<file path="src/rtl/avmm_s_arb2.sv">
// ----------------------------------------------------------------------------
// avmm_s_arb2
//
// Two-requester round-robin arbiter in front of one 32-bit Avalon-MM slave
// port. One requester owns the slave at a time, and it keeps ownership for a
// whole transfer. Command, readdata and waitrequest pass straight through to
// the owner. A watchdog aborts a transfer that stalls too long, so a hung
// slave cannot lock out either requester.
//
// Parameters:
//   TIMEOUT   - stalled grant cycles allowed before an abort (0 = no watchdog)
//   ERR_DATA  - readdata returned to the owner in the abort cycle
//
// Ports:
//   clk_clk, reset_reset            - clock, synchronous active-high reset
//   m0_* / m1_*                     - requester command (address, read, write,
//                                     writedata) and response (readdata,
//                                     waitrequest)
//   s_*                             - command to / response from the slave
//   timeout_err                     - high during an abort cycle
//   timeout_cnt                     - saturating number of aborts
// ----------------------------------------------------------------------------
module avmm_s_arb2 #(
    parameter int          TIMEOUT  = 1024,
    parameter logic [31:0] ERR_DATA = 32'hDEAD_BEEF
) (
    input  logic        clk_clk,
    input  logic        reset_reset,

    input  logic [31:0] m0_address,
    input  logic        m0_read,
    input  logic        m0_write,
    input  logic [31:0] m0_writedata,
    output logic [31:0] m0_readdata,
    output logic        m0_waitrequest,

    input  logic [31:0] m1_address,
    input  logic        m1_read,
    input  logic        m1_write,
    input  logic [31:0] m1_writedata,
    output logic [31:0] m1_readdata,
    output logic        m1_waitrequest,

    output logic [31:0] s_address,
    output logic        s_read,
    output logic        s_write,
    output logic [31:0] s_writedata,
    input  logic [31:0] s_readdata,
    input  logic        s_waitrequest,

    output logic        timeout_err,
    output logic [7:0]  timeout_cnt
);

    localparam logic [1:0] IDLE = 2'd0;
    localparam logic [1:0] GNT0 = 2'd1;
    localparam logic [1:0] GNT1 = 2'd2;

    // Watchdog counter only needs to reach TIMEOUT; it never goes past it
    // because an abort always returns to IDLE.
    localparam int              WD_W   = (TIMEOUT < 2) ? 1 : $clog2(TIMEOUT + 1);
    localparam logic [WD_W-1:0] WD_MAX = WD_W'(TIMEOUT);

    logic [1:0]      state;
    logic [1:0]      next_state;
    logic            last;
    logic            next_last;
    logic [WD_W-1:0] wd;
    logic [7:0]      err_cnt;

    logic            req_0;
    logic            req_1;
    logic            granted;
    logic            owner;
    logic            own_req;
    logic            own_read;
    logic            own_write;
    logic [31:0]     own_address;
    logic [31:0]     own_writedata;
    logic            abort;
    logic            resp_wait;
    logic [31:0]     resp_data;

    assign req_0 = m0_read | m0_write;
    assign req_1 = m1_read | m1_write;

    // Reset gates the grant combinationally so the slave sees an idle bus
    // and both requesters see waitrequest from the very cycle reset is high,
    // not only after the clock edge that clears the state.
    assign granted = ((state == GNT0) || (state == GNT1)) && !reset_reset;
    assign owner   = (state == GNT1);

    // Command of whichever requester currently owns the slave.
    always_comb begin
        own_req       = owner ? req_1        : req_0;
        own_read      = owner ? m1_read      : m0_read;
        own_write     = owner ? m1_write     : m0_write;
        own_address   = owner ? m1_address   : m0_address;
        own_writedata = owner ? m1_writedata : m0_writedata;
    end

    // The abort cycle is the grant cycle in which the watchdog has already
    // counted TIMEOUT stalled cycles; it replaces the slave's response.
    assign abort = granted && (TIMEOUT != 0) && (wd == WD_MAX);

    assign resp_wait = abort ? 1'b0     : s_waitrequest;
    assign resp_data = abort ? ERR_DATA : s_readdata;

    // Slave command: zero when idle; read+write together is issued as a
    // write; strobes are withdrawn in the abort cycle.
    always_comb begin
        s_address   = granted ? own_address   : 32'd0;
        s_writedata = granted ? own_writedata : 32'd0;
        s_write     = granted && own_write && !abort;
        s_read      = granted && own_read && !own_write && !abort;
    end

    // Requester responses: only the owner sees the slave, everyone else is
    // held off with waitrequest and zero readdata.
    always_comb begin
        m0_waitrequest = 1'b1;
        m0_readdata    = 32'd0;
        m1_waitrequest = 1'b1;
        m1_readdata    = 32'd0;
        if (granted && !owner) begin
            m0_waitrequest = resp_wait;
            m0_readdata    = resp_data;
        end
        if (granted && owner) begin
            m1_waitrequest = resp_wait;
            m1_readdata    = resp_data;
        end
    end

    assign timeout_err = abort;
    assign timeout_cnt = err_cnt;

    // Arbitration and transfer tracking. In IDLE the requester that was not
    // granted last wins a tie. A grant ends on completion or abort (both
    // update 'last'), or when the owner drops its request early, which
    // returns to IDLE without touching 'last' so the other side is not
    // penalised by a broken transfer.
    always_comb begin
        next_state = state;
        next_last  = last;
        case (state)
            IDLE: begin
                if (req_0 && req_1) begin
                    next_state = last ? GNT0 : GNT1;
                end else if (req_0) begin
                    next_state = GNT0;
                end else if (req_1) begin
                    next_state = GNT1;
                end
            end
            GNT0, GNT1: begin
                if (abort) begin
                    next_state = IDLE;
                    next_last  = owner;
                end else if (!own_req) begin
                    next_state = IDLE;
                end else if (!s_waitrequest) begin
                    next_state = IDLE;
                    next_last  = owner;
                end
            end
            default: begin
                next_state = IDLE;
            end
        endcase
    end

    // State registers. The watchdog is cleared while idle, so every grant
    // starts counting from zero, and it advances on each stalled grant cycle.
    always_ff @(posedge clk_clk) begin
        if (reset_reset) begin
            state   <= IDLE;
            last    <= 1'b1;
            wd      <= '0;
            err_cnt <= 8'd0;
        end else begin
            state <= next_state;
            last  <= next_last;
            if (state == IDLE) begin
                wd <= '0;
            end else if ((TIMEOUT != 0) && s_waitrequest && (wd != WD_MAX)) begin
                wd <= wd + WD_W'(1);
            end
            if (abort && (err_cnt != 8'hFF)) begin
                err_cnt <= err_cnt + 8'd1;
            end
        end
    end

endmodule

</file>
<file path="config.mk">
export PLATFORM = sky130hd
export DESIGN_NAME = avmm_s_arb2
export DESIGN_NICKNAME = d
export VERILOG_FILES = /design/src/rtl/avmm_s_arb2.sv
export SDC_FILE = /design/constraint.sdc
export NUM_CORES = 1
export LEC_CHECK = 0
export ABC_AREA = 0
export BUFFER_PORTS_ARGS = -buffer_cell sky130_fd_sc_hd__buf_2
export CAP_MARGIN = 10
export CORE_AREA = 2 2 118 120
export DETAILED_ROUTE_END_ITERATION = 10
export DIE_AREA = 0 0 120 122
export GPL_ROUTABILITY_DRIVEN = 0
export SLEW_MARGIN = 30
export SYNTH_ARGS = -nofsm -noshare
export SYNTH_HDL_FRONTEND = slang
export SYNTH_SLANG_ARGS = --single-unit
</file>
<file path="constraint.sdc">
create_clock -name clk_clk -period 2.55 [get_ports clk_clk]
set_input_delay 0.1275 -clock clk_clk [delete_from_list [all_inputs] [get_ports clk_clk]]
set_output_delay 0.1275 -clock clk_clk [all_outputs]
set_load 0.1 [all_outputs]
</file>
* After elaboration in Yosys (flattened, before gate mapping)
Cells that the tools add are included.
** Word-level totals
- Bits of input ports :: 167
- Output and inout port bits :: 141
- Bits in registers :: 22
** Operators by class
- Mux-type cells :: 24
- Bitwise operators :: 2
- $add $sub $neg :: 2
- Reduce and logical (&&, ||, !) cells :: 23
- Equal/unequal tests :: 8
** Operators by type and width (count)
- $mux W32 :: 7
- $mux W2 :: 7
- $logic_and A1 B1 Y1 :: 12
- $add A11 B1 Y11 const B :: 1
- $eq A11 B11 Y1 const B :: 1
- $ne A11 B11 Y1 const B :: 1
- $mux W1 :: 9
- $add A8 B1 Y8 const B :: 1
- $ne A4 B4 Y1 const B :: 2
- $ne A8 B8 Y1 const B :: 1
- $logic_not A1 Y1 :: 4
- $pmux W2 S2 :: 1
- $reduce_or A2 Y1 :: 2
- $reduce_and A3 Y1 :: 1
- $eq A2 B1 Y1 const B :: 1
- $eq A2 B2 Y1 const B :: 1
- $logic_not A2 Y1 :: 1
- $ne A2 B1 Y1 const B :: 1
- $or A1 B1 Y1 :: 2
- $reduce_and A2 Y1 :: 1
- $reduce_bool A2 Y1 :: 1
- $logic_or A1 B1 Y1 :: 1

* Longest topological paths before layout
- Depth in word-level cells :: 6
- Depth in mapped cells :: 7
- Depth with buffers taken out :: 6

* Least setup slack after synthesis
Ideal clock, no wire load.
- Kind :: register to register
- From :: register wd[8]
- To :: register err_cnt[6], in the netlist timeout_cnt[6]
- Period minus slack after synthesis :: 4.531 ns
- Library setup time :: 0.130 ns
- Arrival :: 4.401 ns
- Cell stages (with the launch flop) :: 5
- Buffers on the path :: 0
- Path slack :: -1.981 ns
- Cell sequence :: dfxtp_1 > or4_4 > nor4_1 > and4b_1 > nor3_1
** On the way
- Cells in the longest elaborated chain, start to end :: 3
** Ends and longest elaborated chain
- start: declaration :: line 68 : logic [WD_W-1:0] wd;
- start signal: assignment :: line 187 : wd <= wd + WD_W'(1);
- $eq A11 B11 Y1 :: line 104 : assign abort = granted && (TIMEOUT != 0) && (wd == WD_MAX);
- $logic_and A1 B1 Y1 :: line 104
- via timeout_err :: line 51 : output logic timeout_err,
- $logic_and A1 B1 Y1 :: line 189 : if (abort && (err_cnt != 8'hFF)) begin
- end signal: assignment :: line 190 : err_cnt <= err_cnt + 8'd1;
- end: declaration :: line 69 : logic [7:0] err_cnt;
The timed path passes the listed nets, and every way through them passes these cells.
A chain may end at the register's enable or synchronous reset.

* Final worst setup path
- From :: register wd[5]
- To :: output m1_readdata[2]
** On the way
- Cells in the longest elaborated chain, start to end :: 4
** Ends and longest elaborated chain
- $eq A11 B11 Y1 :: line 104
- $logic_and A1 B1 Y1 :: line 104
- $mux W32 :: line 107 : assign resp_data = abort ? ERR_DATA : s_readdata;
- $mux W32 :: line 129 : if (granted && owner) begin
- end: declaration :: line 41 : output logic [31:0] m1_readdata,
No other way between the ends.

==> run summary <==
* final critical-path share of the clock period: 0.945
* routed wire length: 13,700 µm
* Worst Setup Start Kind: flip-flop
* post-synthesis cell type count: 41
* VDD IR-drop max: 354 µV
* overall die area: 0.0146 mm²
* Final ANT Viol Nets: 0
* Core Util, Final: 0.430
* total cell area at the placement stage: 0.00570 mm²
* #FFs+latches synth: 22
* Fmax achieved: 415 MHz
* capturing point of the worst reg2reg path: timeout_cnt[3]$_SDFFE_PP0P_
* setup slack of the most critical reg-to-reg path: 0.40 ns
* Power Dens Cells: 539 mW/mm²
* post-synthesis sequential area ratio: 0.167
* status: finished clean
* final setup slack of the worst path: 0.141 ns
* floorplan die width: 120 µm
* final standard cell area without fillers: 0.00581 mm²
* fraction of layout instances using a drive strength above 1: 0.646
* Net count, final: 859
* most instantiated cells after synthesis: nor2_1 (153), mux2i_1 (68), dfxtp_1 (22)
* critical path capture point type: output pin
* TritonCTS clock tree: done
* overall overflow remaining after global route: 0
* half-perimeter wire length after detailed placement: 11,600 µm
* hold_buf cts: 0
* number of standard cells in the final layout excluding fillers: 870
* cell chosen for the clock root: clkbuf_16
* standard cell core area: 0.0135 mm²
* worst setup path end: m1_readdata[2]
* mean number of vias per cell: 4.37
* Worst Tran Pin Value: 0.612 ns
* arrival time reported for the critical path endpoint: 2.28 ns
* leakage power: 2.57 nW
* total power draw: 3.13 mW
* total negative setup slack: 0 ns
* Combinational Power Share: 0.768
* Iteration-0 DRC Markers: 186
* relative slew slack: 0.581
* portion of total power attributed to sequential cells: 0.116
* via count of the first global-routing pass: 3,440
* area fraction of the dominant cell type after synthesis: 0.258
* Yosys Warn Count: 0
* routed vias: 3,805
* dominant cell type by area after synthesis: mux2i_1
* average footprint of a synthesized cell: 6.73 µm²
* unrepaired setup endpoints after global routing: false
* routed length per placed instance: 15.8 µm
* pre-CTS worst setup slack: 0.301 ns
* Hold Violations, Final: 0
* most frequent cell after synthesis: nor2_1
* required time of the critical path: 2.42 ns
* top post-synthesis cells by area: mux2i_1 (26%), nor2_1 (22%), dfxtp_1 (17%)
* final slew viol count: 0
* number of detailed-routing iterations run before antenna repair: 5
* die height: 122 µm
* top flip-flop cell by instance count after synthesis: dfxtp_1
* FF-to-FF path depth: 6
* GRT Total Usage: 0.168
* final number of setup-violating endpoints: 0
* # DRC: 0
* total nets after synthesis: 564
* Hold Path Class: in2reg
* global-route wire length before repair: 19,300 µm
* number of buffers created by CTS: 3
* effective utilization at floorplan: 0.195
* start point of the critical path: wd[5]$_SDFFE_PP0P_
* clock network fraction of total power: 0.117
* Critical Path Fanout Max: 27
* Synth Cell Area: 0.00264 mm²
* category of the most critical setup path: reg2out
* net switching component of the power: 1.92 mW
* number of standard cells after synthesis: 392
* maximum clock path buffer count: 2
* Area Overhead vs Synth: 120%
* insertion delay to the later sink of the worst-skew pair: 0.25 ns
* cell total after placement: 862
* initial antenna violation count: 4
* total number of H-tree levels: 1
* launching point of the worst reg2reg path: state[1]$_SDFFE_PP0P_
* proportion of total power due to net switching: 0.613
* share of flip-flops with an asynchronous set or reset: 0
* Top-Level Pins: 308
* final critical-path required period: 2.41 ns
* Row Count: 43
* sinks on the clock net: 22
* maximum number of pins on one net before global-route repair: 68
* design internal power: 1.21 mW
* clock transition at the register clock pins on the worst setup and hold paths after CTS: 0.06 ns
* count of max-cap constraint violations: 0
* Hold WS: 0.228 ns
* count of flip-flops with a built-in enable after synthesis: 0
* worst hold path cell count: 2
* Port-buffer cells: 307
* Fin Clk Skew: 0.00605 ns
## power groups by stage
| stage | clock network, mW | logic, mW | registers [mW] |
|---|---|---|---|
| detailed placement | 0 | 2.41 | 0.369 |
| floorplan | 0 | 1.77 | 0.366 |
| CTS | 0.370 | 2.41 | 0.362 |
| global route | 0.387 | 2.49 | 0.363 |
| finish | 0.366 | 2.40 | 0.362 |
| global placement | 0 | 2.41 | 0.369 |
## flip-flops by register name, indices dropped and copies added (netlist names)
signal,cells
wd,11
last,1
timeout_cnt,8
state,2
## worst max-delay path: stages, from the launching register on
cell,delay (ns)
dfxtp_1,0.36
or4b_1,0.67
nor4_4,0.27
buf_12,0.22
nor2_1,0.09
nor2_2,0.20
buf_12,0.20
## layout by cell type (no fill, tap or decap), drive strengths merged, types with 2 or more instances in the layout
cell | Yosys | routed
buf | 11 | 316
nor2 | 153 | 153
mux2i | 68 | 68
dfxtp | 22 | 22
and2 | 16 | 16
nand2 | 11 | 11
inv | 10 | 10
nor3 | 8 | 8
a21oi | 7 | 7
nand4 | 7 | 7
xor2 | 6 | 6
ha | 5 | 5
diode | 0 | 4
or2 | 4 | 4
o311ai | 4 | 4
o21ai | 4 | 4
nand2b | 4 | 4
or4 | 4 | 4
clkbuf | 15 | 4
nand3 | 3 | 3
xnor2 | 3 | 3
o31ai | 3 | 3
and3 | 3 | 3
nor2b | 2 | 2
a32oi | 2 | 2
nor4b | 2 | 2
o41ai | 2 | 2
or3 | 2 | 2
a2111oi | 2 | 2
nor4 | 2 | 2
## area by class of cell
type / count / area [µm²]
Timing Repair Buffer: 316 / 2650
Sequential cell: 22 / 440
Antenna cell: 4 / 10.0
Tap cell: 180 / 225
Inverter: 10 / 37.5
Clock buffer: 4 / 88.8
Multi-Input combinational cell: 334 / 2360
Fill cell: 1361 / 7700
## logic make-up after synthesis
kind of cell,count (synthesis),synth area share
XOR/XNOR,9,0.0299
multiplexers,68,0.258
buffers and inverters,36,0.0550
AO/OA/AOI/OAI,27,0.0712
AND/OR/NAND/NOR,225,0.395
adder cells (fa/ha/maj),5,0.0237
flip-flops,22,0.167
## metal layers
layer,vias up,wire length (µm),share of wire,track usage
met1,1718,5570,0.41,0.214
met3,20,969,0.071,0.0276
met5,-,0,0,0
li1,1923,-,-,-
met4,0,341,0.025,0.0478
met2,144,6860,0.50,0.291
## worst min-delay path by stage
stage / start / to / slack [ns]
after floorplan: m0_read / state[1]$_SDFFE_PP0P_ / 0.35
after global placement: state[0]$_SDFFE_PP0P_ / state[0]$_SDFFE_PP0P_ / 0.46
after detailed placement: state[0]$_SDFFE_PP0P_ / state[0]$_SDFFE_PP0P_ / 0.47
after CTS: reset_reset / timeout_cnt[0]$_SDFFE_PP0P_ / 0.22
after global routing: reset_reset / timeout_cnt[0]$_SDFFE_PP0P_ / 0.24
final: reset_reset / timeout_cnt[3]$_SDFFE_PP0P_ / 0.23
## timing repair
action / in CTS / in global routing
setup endpoints to repair: 0 / 16
setup buffers: 0 / 0
gates resized for setup: 0 / 2
endpoints found under the hold margin: 0 / 0
Power figures use the tool's default switching activity.
